File: src/rtl/ifu_fetch_ctrl.sv
// Fetch sequencer: owns the PC, arbitrates the instruction memory between the byte loader and fetch.
// Latency: the word at pc reaches instr_out one cycle later; loader bytes are written in the cycle they are offered.
// Backpressure: stall holds pc and the output word; load_ready is high only while IDLE or HALT.
module ifu_fetch_ctrl #(
  parameter int unsigned MEM_BYTES = 32,
  parameter int unsigned ADDR_W    = 5,
  parameter logic [31:0] RESET_PC  = 32'h0
) (
  input  logic              clk,
  input  logic              reset,
  input  logic              start,
  input  logic              load_valid,
  output logic              load_ready,
  input  logic [ADDR_W-1:0] load_addr,
  input  logic [7:0]        load_data,
  output logic              mem_we,
  output logic [ADDR_W-1:0] mem_waddr,
  output logic [7:0]        mem_wdata,
  output logic [31:0]       pc,
  input  logic [31:0]       instr_in,
  input  logic              stall,
  input  logic              redirect,
  input  logic [31:0]       redirect_pc,
  output logic              fetch_valid,
  output logic [31:0]       instr_out,
  output logic [31:0]       instr_pc,
  output logic              busy,
  output logic              done,
  output logic              addr_err
);

  typedef enum logic [1:0] {
    IDLE  = 2'd0,
    FETCH = 2'd1,
    HALT  = 2'd2,
    ERROR = 2'd3
  } state_t;

  // Address of the last whole word in memory; fetching it ends the program.
  localparam logic [31:0] LAST_PC = 32'(MEM_BYTES - 4);

  state_t      state_q, state_d;
  logic [31:0] pc_q, pc_d;
  logic [31:0] instr_q, instr_d;
  logic [31:0] ipc_q, ipc_d;
  logic        fv_q, fv_d;

  logic        load_hs;
  logic        redirect_bad;

  // Loader byte path is a straight pass-through, gated only by the handshake.
  always_comb begin
    load_ready = (state_q == IDLE) || (state_q == HALT);
    load_hs    = load_valid && load_ready;
    mem_we     = load_hs;
    mem_waddr  = load_addr;
    mem_wdata  = load_data;
  end

  // A redirect target must be word aligned and point at a whole word inside memory.
  always_comb begin
    redirect_bad = (redirect_pc[1:0] != 2'b00) || (redirect_pc > LAST_PC);
  end

  // Next-state and datapath update; redirect beats stall, a colliding load beats start.
  always_comb begin
    state_d = state_q;
    pc_d    = pc_q;
    instr_d = instr_q;
    ipc_d   = ipc_q;
    fv_d    = fv_q;
    case (state_q)
      IDLE: begin
        fv_d = 1'b0;
        if (start && !load_hs) begin
          state_d = FETCH;
          pc_d    = RESET_PC;
        end
      end
      FETCH: begin
        if (redirect && redirect_bad) begin
          state_d = ERROR;
          fv_d    = 1'b0;
        end else if (redirect) begin
          // The word currently at pc is squashed.
          pc_d = redirect_pc;
          fv_d = 1'b0;
        end else if (!stall) begin
          instr_d = instr_in;
          ipc_d   = pc_q;
          fv_d    = 1'b1;
          if (pc_q == LAST_PC) begin
            state_d = HALT;
          end else begin
            pc_d = pc_q + 32'd4;
          end
        end
      end
      HALT: begin
        if (start && !load_hs) begin
          state_d = FETCH;
          pc_d    = RESET_PC;
          fv_d    = 1'b0;
        end else if (!stall) begin
          // The final word stays visible until decode stops stalling.
          fv_d = 1'b0;
        end
      end
      default: begin
        fv_d = 1'b0;
      end
    endcase
  end

  // State and datapath registers; reset takes effect immediately, not at the next edge.
  always_ff @(posedge clk or negedge reset) begin
    if (!reset) begin
      state_q <= IDLE;
      pc_q    <= RESET_PC;
      instr_q <= 32'h0;
      ipc_q   <= 32'h0;
      fv_q    <= 1'b0;
    end else begin
      state_q <= state_d;
      pc_q    <= pc_d;
      instr_q <= instr_d;
      ipc_q   <= ipc_d;
      fv_q    <= fv_d;
    end
  end

  // Status and decode-facing outputs straight from the registers.
  always_comb begin
    pc          = pc_q;
    instr_out   = instr_q;
    instr_pc    = ipc_q;
    fetch_valid = fv_q;
    busy        = (state_q == FETCH);
    done        = (state_q == HALT);
    addr_err    = (state_q == ERROR);
  end

endmodule
File: config.mk
export PLATFORM = sky130hd
export DESIGN_NAME = ifu_fetch_ctrl
export DESIGN_NICKNAME = d
export VERILOG_FILES = /design/src/rtl/ifu_fetch_ctrl.sv
export SDC_FILE = /design/constraint.sdc
export NUM_CORES = 1
export LEC_CHECK = 0
export BUFFER_PORTS_ARGS = -buffer_cell sky130_fd_sc_hd__buf_2
export CORE_MARGIN = 2
export CORE_UTILIZATION = 53
export DETAILED_ROUTE_END_ITERATION = 10
export PLACE_DENSITY_LB_ADDON = 0.1
export SYNTH_ARGS = -nofsm -noshare
export SYNTH_HDL_FRONTEND = slang
export SYNTH_SLANG_ARGS = --single-unit
File: constraint.sdc
create_clock -name clk -period 4.7 [get_ports clk]
set_input_delay 0.94 -clock clk [delete_from_list [all_inputs] [get_ports clk]]
set_output_delay 0.94 -clock clk [all_outputs]
set_load 0.05 [all_outputs]
* After elaboration in Yosys (flattened, before gate mapping)
Cells that the tools add are included.
Word-level totals: word-level logic and storage cells 55, output and inout bits 115, bits in registers 99, bits of input ports 83
Operators by class: add/subtract/negate cells 1, reductions and logical operators 14, $lt $le $gt $ge 1, multiplexer cells 18, equal/unequal tests 13, bitwise operators 3
Operator list (number):
- 32-bit 2-to-1 mux | 5
- 32-bit one-hot mux with 2 select lines | 1
- 32-bit by 3-bit adder with 32-bit output (second input constant) | 1
- 32-bit by 5-bit == test with 1-bit output (second input constant) | 1
- 32-bit by 5-bit greater-than comparator with 1-bit output (second input constant) | 1
- 2-bit 2-to-1 mux | 5
- 5-bit AND reduction | 2
- 3-bit by 2-bit inequality test with 1-bit output (second input constant) | 3
- 3-bit inequality test (second input constant) | 2
- 1-bit 2-to-1 mux | 5
- 2-bit == test (second input constant) | 2
- 4-bit by 3-bit inequality test with 1-bit output (second input constant) | 1
- 2-bit one-hot mux with 2 select lines | 1
- 4-bit AND reduction | 1
- 2-bit nonzero test | 2
- 1-bit logical AND | 3
- 3-bit by 1-bit inequality test with 1-bit output (second input constant) | 1
- 1-bit inverter | 3
- 2-bit by 1-bit == test with 1-bit output (second input constant) | 1
- 2-bit logical NOT | 1
- 1-bit logical OR | 2
- 2-bit by 1-bit inequality test with 1-bit output (second input constant) | 1
- 2-bit inequality test (second input constant) | 1
- 1-bit one-hot mux with 2 select lines | 1
- 3 further kinds | 3

* Longest topological paths before layout
Gate-level depths: netlist of the first run.
word-level depth 7, mapped depth 8, mapped depth without buffers 6

* Least setup slack after synthesis of the first run
No wires, ideal clock.
kind input port to output port, start point input load_valid, end point output mem_we, path slack 2.132 ns, stages on the path 2, arrival 1.628 ns, path buffers 0, cell sequence inv_1 -> nor2_1
On the way: longest elaborated chain between the ends 1
Ends and longest elaborated chain:
- start, declared | line 12 | input logic load_valid,
- 1-bit logical AND | line 54 | load_hs = load_valid && load_ready;
- end, declared | line 16 | output logic mem_we,
Every way passes these cells.

* Worst setup path after layout of the first run
start point input redirect, end point register pc_q[5], in the netlist pc[5]
On the way: longest elaborated chain between the ends 3
Ends and longest elaborated chain:
- start, declared | line 22 | input logic redirect,
- 32-bit 2-to-1 mux / 1-bit logical AND (equally long branches) | line 84, 81
- 32-bit 2-to-1 mux / 2-bit inequality test (equally long branches)
- 32-bit one-hot mux with 2 select lines / 5-bit AND reduction (equally long branches)
- end signal, assigned | line 125 | pc_q <= pc_d;
- end, declared | line 43 | logic [31:0] pc_q, pc_d;
Parallel ways exist; a longest one is shown, timed or not. The select of a mux whose other input is x is not followed. A chain may end at the register's enable or synchronous reset.

==> run summary, run 1 <==
chip height: 101 um
Register Area: 0.00248 mm2
Final Non-Filler Cells: 729
final worst path period share: 63.4%
Netlist cell types: 56
status: finished clean
Rows: 35
share of layout cells above drive strength 1: 44.2%
worst-path fanout max: 53
MaxCap Viol Count: 0
CTS buffer count: 9
vias in the first global route: 3869
Overflow after GRT: 0
fin worst setup slack: 1720 ps
worst setup path startpoint: redirect
average size of a mapped cell: 11.1 um2
largest net degree at the start of global routing: 66
Area Growth Syn to Fin: 19.4%
CTS tree: yes
CP Capture Point: pc[5]$_DFFE_PN0P_
final hold vios: 0
drt total wl: 12800 um
Fin Hold WS: 506 ps
Max-slew headroom: 24.4%
M3 GR Usage: 4.55%
die width: 101 um
Yosys warning count: 0
Vias: 4398
Reg clk slew, reported paths: 90 ps
Inserted Diodes: 0
RR Endpoint: pc[2]$_DFFE_PN0P_
Power Density: 392 mW/mm2
worst hold path class: register to register
flops & latches, synth: 99
Clock power frac: 22.8%
max incr delay on CP: 690 ps
switching part of the total power: 41.6%
Vias per Instance: 6.03
synth top area cells: dfrtp_1 (49%), mux2_2 (14%), buf_4 (2.8%)
HP Start: instr_out[27]$_DFFE_PN0P_
P_sw: 0.000981 W
Fmax: 0.335 GHz
Sink Count: 99
initial DRC count: 468
worst reg2reg path depth: 6
core outline area: 0.00924 mm2
Synth Flop Type: dfrtp_1
critical-path cell list: buf_2 > nand4_1 > and3_1 > a211o_1
Reg2Reg Launch Point: pc[2]$_DFFE_PN0P_
global-route usage over all layers: 25.0%
IO buf count: 171
Wirelength per Cell: 17.6 um
area share of the largest cell type after synthesis: 49.2%
leakage power: 2.98 nW
Critical Path AT: 3230 ps
most frequent cells after synthesis: dfrtp_1 (99), mux2_2 (64), nand2_1 (27), nor4_1 (20), buf_4 (19)
Crit. path cell count: 4
Fillers: 799
VDD IR max: 0.000220 V
largest area contributor in the netlist: dfrtp_1
Max Slew Vio Count: 0
CP Capture Type: register
Post-CTS Hold Buffers: 0
IO Pins: 198
DPL Wire Length: 9000 um
TritonRoute pass-1 iters: 5
Die ar.: 0.0103 mm2
Clock Skew: 14.1 ps
Worst path slowest cell: buf_2
Gate power share: 31.9%
RSZ-0062 raised after global routing: false
met1 Usage GRT: 36.2%
most frequent cell after synthesis: dfrtp_1
clock latency on the worst-skew pair: 370 ps
Mapped Area: 0.00503 mm2
sequential power share: 45.3%
placed cell count: 713
GRT Max-Usage Layer: met2
CP Buf/Inv Count: 1
endpoints failing setup: 0
H-tree Lvls: 3
Period minus WS final: 2980 ps
Reg2Reg Setup Slack: 2130 ps
footprint of the multi-input gates: 0.00221 mm2
initial antenna violation count: 0
CTS Root Cell: clkbuf_8
first-pass GRT wire length: 20100 um
ys async rst share: 100%
syn_nets: 539
Post-synth EDFFs: 0
Setup crit start kind: input pin
CTS max path bufs: 2
Least-Margin Pin Slew: 1130 ps
Setup TNS Final: 0 ps
Initial Util: 54.5%
Global Route met2 Usage: 38.0%
Req. time, crit path: 4950 ps
DRC viols: 0
post-CTS resize count: 0
internal power: 0.00137 W
Crit Path Category: input pin to register
# Post-CTS Setup Buffers: 0
RePlAce Congestion: 0.956
sequential share of the synthesized area: 49.2%
final net count: 679
fin util: 65.1%
Post-Place Setup Slack: 1420 ps
Post-Synthesis Cells: 455
Post-DRT Antenna Nets: 0
crit-path leading delay family: simple AND/OR/NAND/NOR gates
per-stage QoR:
step / power, W / instance area (um2)
3_5_place_dp: 0.00184 / 5810
5_1_grt: 0.00247 / 6010
4_1_cts: 0.00237 / 6010
3_3_place_gp: 0.00183 / 5810
2_1_floorplan: 0.00166 / 5030
6_report: 0.00235 / 6010
how the worst min path moves through the flow:
stage	slack (ps)	endpoint	depth (start not counted)
5_1_grt	520	instr_out[24]$_DFFE_PN0P_	1
6_report	510	instr_out[27]$_DFFE_PN0P_	1
4_1_cts	510	instr_pc[23]$_DFFE_PN0P_	1
2_1_floorplan	500	fetch_valid$_DFFE_PN0P_	1
3_5_place_dp	490	instr_pc[13]$_DFFE_PN0P_	1
3_3_place_gp	480	instr_out[27]$_DFFE_PN0P_	1
final cells by class:
| type | instances | share of cell area, % |
|---|---|---|
| Clock inverter | 6 | 0.999 |
| Clock buffer | 10 | 2.29 |
| Tap cell | 129 | 2.69 |
| Inverter | 17 | 1.06 |
| Timing Repair Buffer | 176 | 14.9 |
| Sequential cell | 99 | 41.2 |
| Multi-Input combinational cell | 292 | 36.8 |
layer usage:
layer  part of all wire (%)  routed length [um]  vias up
met3                    9.0                1160       29
met1                     42                5430     2124
met5                      0                   0        -
met2                     47                6000      265
li1                       -                   -     1980
met4                    1.9                 248        0
cell families (layout without fill, tap and decap cells):
logic type	count (synthesis)	in the layout	share of synthesized area [%]
fa+ha+maj	1	1	0.249
buf+inv	64	209	6.84
compound gates	100	100	14.1
flops	99	99	49.2
mux	65	65	14.5
simple gates	126	126	15.1
layout by cell type, fill, tap and decap left out, types with 14 or more instances in the layout:
master / netlist / layout
nand2_1: 27 / 27
mux2_2: 64 / 64
buf_2: 13 / 170
nor4_1: 20 / 20
a21oi_1: 18 / 18
inv_1: 17 / 17
nand3_1: 14 / 14
dfrtp_1: 99 / 99
sequential cells by signal (all words and copies together), names as in the netlist:
signal	count
pc	32
instr_out	32
fetch_valid	1
instr_pc	32
state_q	2
power by group through the flow:
stage,logic (W),clock network (W),registers (W)
after floorplan,0.000217,0,0.00144
after global placement,0.000749,0,0.00108
after detailed placement,0.000755,0,0.00108
after CTS,0.000757,0.000545,0.00107
after global routing,0.000794,0.000588,0.00109
final,0.000752,0.000536,0.00107
Power figures use the tool's default switching activity.
==> run 2: changes to the inputs <==
Settings changed: CORE_UTILIZATION 53 to 44.
Clock period 4.7 ns to 2.5 ns, I/O delays scaled along.
==> run summary, run 2 (synthesized netlist as in run 1, its figures left out) <==
status: finished clean
die width: 111 um (+9.4%)
endpoints failing setup: 0 (unchanged)
CTS tree: yes
VDD IR max: 0.000546 V (+150%)
Max-slew headroom: 60.2% (+36 points)
Setup TNS Final: 0 ps (unchanged)
max incr delay on CP: 520 ps (-170 ps)
DPL Wire Length: 10300 um (+15%)
Crit Path Category: register to register
Fillers: 1007 (+26%)
Worst path slowest cell: or4_1
MaxCap Viol Count: 0 (unchanged)
P_sw: 0.00190 W (+94%)
CP Buf/Inv Count: 0 (-1)
Post-CTS Hold Buffers: 0 (unchanged)
Period minus WS final: 2310 ps
CTS Root Cell: clkbuf_16
worst hold path class: input pin to async pin
TritonRoute pass-1 iters: 5 (unchanged)
Overflow after GRT: 0 (unchanged)
IO buf count: 171 (unchanged)
core outline area: 0.0113 mm2 (+22%)
chip height: 111 um (+9.4%)
Power Density: 770 mW/mm2 (+97%)
Clock power frac: 27.8% (+5.0 points)
largest net degree at the start of global routing: 46 (-30%)
critical-path cell list: ha_1 > nand3_2 > or2_1 > or4_1 > a22oi_1 > a311o_1
CTS max path bufs: 2 (unchanged)
vias in the first global route: 4410 (+14%)
first-pass GRT wire length: 23200 um (+16%)
internal power: 0.00295 W (+110%)
worst setup path startpoint: pc[2]$_DFFE_PN0P_
Sink Count: 99 (unchanged)
Reg2Reg Launch Point: pc[2]$_DFFE_PN0P_
initial antenna violation count: 0 (unchanged)
drt total wl: 14300 um (+11%)
IO Pins: 198 (unchanged)
global-route usage over all layers: 23.6% (-1.4 points)
Vias: 4451 (+1.2%)
post-route cell area: 0.00630 mm2 (+4.8%)
RePlAce Congestion: 0.915 (-4.3%)
Least-Margin Pin Slew: 598 ps (-533 ps)
Initial Util: 44.7% (-9.8 points)
Wirelength per Cell: 18.6 um (+6.0%)
worst-path fanout max: 11 (-79%)
CP Capture Type: register
Req. time, crit path: 2790 ps (-2160 ps)
Die ar.: 0.0123 mm2 (+20%)
switching part of the total power: 39.1% (-2.5 points)
Fmax: 0.433 GHz
clock latency on the worst-skew pair: 350 ps (-20 ps)
Setup crit start kind: register
initial DRC count: 331 (-29%)
Post-DRT Antenna Nets: 0 (unchanged)
final worst path period share: 92.3%
footprint of the multi-input gates: 0.00222 mm2 (+0.28%)
most frequent cells in the layout: buf_2 (170), dfrtp_1 (99), mux2_2 (64)
Rows: 39 (+11%)
post-CTS resize count: 0 (unchanged)
Clock Skew: 5.51 ps (-8.62 ps)
Reg2Reg Setup Slack: 190 ps (-1940 ps)
Gate power share: 32.0% (about the same)
DRC viols: 0 (unchanged)
final net count: 702 (+3.4%)
# Post-CTS Setup Buffers: 0 (unchanged)
share of layout cells above drive strength 1: 46.2% (+2.1 points)
most common cell after layout, fill and taps aside: buf_2
Register Area: 0.00248 mm2 (unchanged)
Max Slew Vio Count: 0 (unchanged)
Critical Path AT: 2600 ps (-630 ps)
final hold vios: 0 (unchanged)
RSZ-0062 raised after global routing: false
Vias per Instance: 5.81 (-3.7%)
crit-path leading delay family: simple AND/OR/NAND/NOR gates
Reg clk slew, reported paths: 70 ps (-20 ps)
Area Growth Syn to Fin: 25.1%
DP Area: 0.00600 mm2 (+3.3%)
Inserted Diodes: 0 (unchanged)
CTS buffer count: 9 (unchanged)
sequential power share: 40.2% (-5.1 points)
leakage power: 3.14 nW (+5.5%)
H-tree Lvls: 3 (unchanged)
run 2: changes by cell type in the layout (fill, tap and decap cells not counted), moves of 2 or more:
cell / previous run / this run
buf_4: 6 / 29
clkinvlp_4: 2 / 0
clkbuf_16: 0 / 9
clkbuf_8: 10 / 1
run 2: cell type report:
type                       instances  share of cell area, %
sequential                        99                   39.3
multi-input combinational        292                   35.3
timing repair buffer             199                   17.0
clock buffer                      11                   3.85
tap                              143                   2.84
inverter                          17                   1.01
clock inverter                     5                  0.735
run 2: path summary, 6_finish.rpt:
kind / end / depth (start not counted)
max reg2reg: pc[12]$_DFFE_PN0P_ / 6
max: pc[12]$_DFFE_PN0P_ / 6
min: instr_pc[16]$_DFFE_PN0P_ / 1
max in group asynchronous: pc[7]$_DFFE_PN0P_ / 2
min reg2reg: instr_out[23]$_DFFE_PN0P_ / 1
min in group clk: instr_out[1]$_DFFE_PN0P_ / 2
run 2: metal layers:
layer / wire (um) / GRT usage [%]
met5: 0 / 0
met4: 291 / 9.92
met3: 1050 / 5.19
met2: 6500 / 36.1
met1: 6440 / 32.7
run 2: power groups by stage:
| stage | combinational (W) | clock [W] | sequential, W |
|---|---|---|---|
| 3_5_place_dp | 0.00156 | 0 | 0.00198 |
| 4_1_cts | 0.00156 | 0.00139 | 0.00195 |
| 3_3_place_gp | 0.00155 | 0 | 0.00197 |
| 2_1_floorplan | 0.000408 | 0 | 0.00271 |
| 6_report | 0.00155 | 0.00135 | 0.00195 |
| 5_1_grt | 0.00164 | 0.00145 | 0.00198 |
run 2: metrics by stage:
stage	util, %	total power [W]	setup WS [ps]	std cells	hold WS, ps
after floorplan	-	0.00312	264	455	204
after global placement	53.3	0.00351	163	750	483
after detailed placement	53.3	0.00354	155	750	489
after CTS	55.8	0.00491	206	766	162
after global routing	55.9	0.00507	54.9	766	196
final	55.9	0.00485	191	766	153
==> run 3: changes to the inputs <==
Settings changed: PLACE_DENSITY set to 0.76, PLACE_DENSITY_LB_ADDON 0.1 to not set.
==> run summary, run 3 (synthesized netlist as in run 1, its figures left out) <==
Die ar.: 0.0123 mm2 (unchanged)
Reg2Reg Launch Point: pc[2]$_DFFE_PN0P_
Rows: 39 (unchanged)
RePlAce Congestion: 0.894 (-2.3%)
Crit Path Category: register to register
clock latency on the worst-skew pair: 350 ps (about the same)
DRC viols: 0 (unchanged)
most common cell after layout, fill and taps aside: buf_2
fin worst setup slack: 203 ps (+12.0 ps)
status: finished clean
worst-path fanout max: 19 (+8)
CP Capture Type: register
IO buf count: 171 (unchanged)
Period minus WS final: 2300 ps (-12.0 ps)
CTS max path bufs: 2 (unchanged)
most frequent cells in the layout: buf_2 (170), dfrtp_1 (99), mux2_2 (64)
Reg clk slew, reported paths: 70 ps (about the same)
H-tree Lvls: 3 (unchanged)
chip height: 111 um (unchanged)
CTS Root Cell: clkbuf_16
global-route usage over all layers: 23.2% (-0.42 points)
Post-Place Setup Slack: 48.5 ps (-106 ps)
Area Growth Syn to Fin: 24.0%
Critical Path AT: 2530 ps (-70 ps)
RR Endpoint: pc[2]$_DFFE_PN0P_
Post-DRT Antenna Nets: 0 (unchanged)
Least-Margin Pin Slew: 553 ps (-45.1 ps)
TritonRoute pass-1 iters: 5 (unchanged)
Fin Hold WS: 133 ps (-20.0 ps)
leakage power: 3.09 nW (-1.6%)
Wirelength per Cell: 19.0 um (+1.7%)
Initial Util: 44.7% (unchanged)
Vias: 4483 (+0.72%)
worst reg2reg path depth: 7 (+1)
die width: 111 um (unchanged)
final net count: 690 (-1.7%)
initial DRC count: 353 (+6.6%)
worst hold path class: input pin to async pin
CTS buffer count: 9 (unchanged)
# Post-CTS Setup Buffers: 0 (unchanged)
largest net degree at the start of global routing: 63 (+37%)
Clock Skew: 7.29 ps (+1.78 ps)
initial antenna violation count: 0 (unchanged)
first-pass GRT wire length: 23100 um (-0.68%)
vias in the first global route: 4440 (+0.68%)
CTS tree: yes
DPL Wire Length: 10100 um (-1.8%)
Fmax: 0.435 GHz (+0.52%)
CP Capture Point: pc[2]$_DFFE_PN0P_
Sink Count: 99 (unchanged)
Req. time, crit path: 2730 ps (-60 ps)
Post-CTS Hold Buffers: 0 (unchanged)
Reg2Reg Setup Slack: 200 ps (about the same)
Max-slew headroom: 63.2% (+3.0 points)
Overflow after GRT: 0 (unchanged)
final worst path period share: 91.9% (-0.48 points)
Power Density: 780 mW/mm2 (+1.3%)
VDD IR max: 0.000369 V (-32%)
RSZ-0062 raised after global routing: false
Inserted Diodes: 0 (unchanged)
Vias per Instance: 5.95 (+2.3%)
Setup TNS Final: 0 ps (unchanged)
MaxCap Viol Count: 0 (unchanged)
drt total wl: 14300 um (about the same)
endpoints failing setup: 0 (unchanged)
core outline area: 0.0113 mm2 (unchanged)
share of layout cells above drive strength 1: 45.5% (-0.73 points)
IO Pins: 198 (unchanged)
Max Slew Vio Count: 0 (unchanged)
final hold vios: 0 (unchanged)
Setup crit start kind: register
worst setup path startpoint: pc[2]$_DFFE_PN0P_
-- run 3: changes by cell type in the layout (fill, tap and decap cells not counted) --
cell	previous run	this run
clkinv_4	3	2
buf_12	0	2
inv_8	1	2
buf_4	29	15
clkbuf_1	1	0
o21a_2	0	1
o21a_1	1	0
clkinvlp_4	0	1
-- run 3: cell type report --
cell class	count	area [um2]
flip-flops and latches	99	2480
well taps	143	179
multi-input cells	292	2220
inverters	17	63.8
fillers	975	5030
repair buffers	187	1000
clock buffers	10	239
clock inverters	6	56.3
-- run 3: worst min path at each step --
stage	endpoint	slack, ps	cells after the start	from
6_report	instr_pc[14]$_DFFE_PN0P_	130	1	reset
5_1_grt	pc[12]$_DFFE_PN0P_	160	1	reset
4_1_cts	instr_pc[12]$_DFFE_PN0P_	160	1	reset
3_5_place_dp	instr_out[30]$_DFFE_PN0P_	490	1	instr_out[30]$_DFFE_PN0P_
3_3_place_gp	instr_out[10]$_DFFE_PN0P_	480	1	instr_out[10]$_DFFE_PN0P_
2_1_floorplan	fetch_valid$_DFFE_PN0P_	200	0	reset
-- run 3: metrics by stage --
stage	utilization [%]	instance area [um2]	power, W	std cells
6_report	55.4	6240	0.00487	754
5_1_grt	55.4	6240	0.00509	754
4_1_cts	55.3	6230	0.00491	754
3_5_place_dp	52.7	5940	0.00352	738
3_3_place_gp	52.7	5940	0.00348	738
2_1_floorplan	-	5030	0.00312	455
-- run 3: power breakdown --
group | switching, W | internal [W] | leakage [nW]
logic | 0.00111 | 0.000403 | 1.70
registers | 0.000175 | 0.00180 | 1.25
clock network | 0.000654 | 0.000724 | 0.143
total | 0.00194 | 0.00293 | 3.09
-- run 3: what timing repair did --
| item | 4_1_cts | 5_1_grt |
|---|---|---|
| endpoints found under the hold margin | 0 | 0 |
| setup endpoints to repair | 0 | 3 |
| resized for setup | 0 | 2 |
-- run 3: layer usage --
metal  track usage (%)  wire length, um
met5                 0                0
met4              8.58              222
met3              6.01             1110
met2              37.1             7000
met1              30.6             5970
-- run 3: worst max-delay path, cell delays in order (launching register included) --
cell      delay (ps)
dfrtp_1          480
ha_1             260
and4bb_1         230
nand4_1          170
o21ai_2          310
buf_4            310
nand2_1          180
a22o_1           240
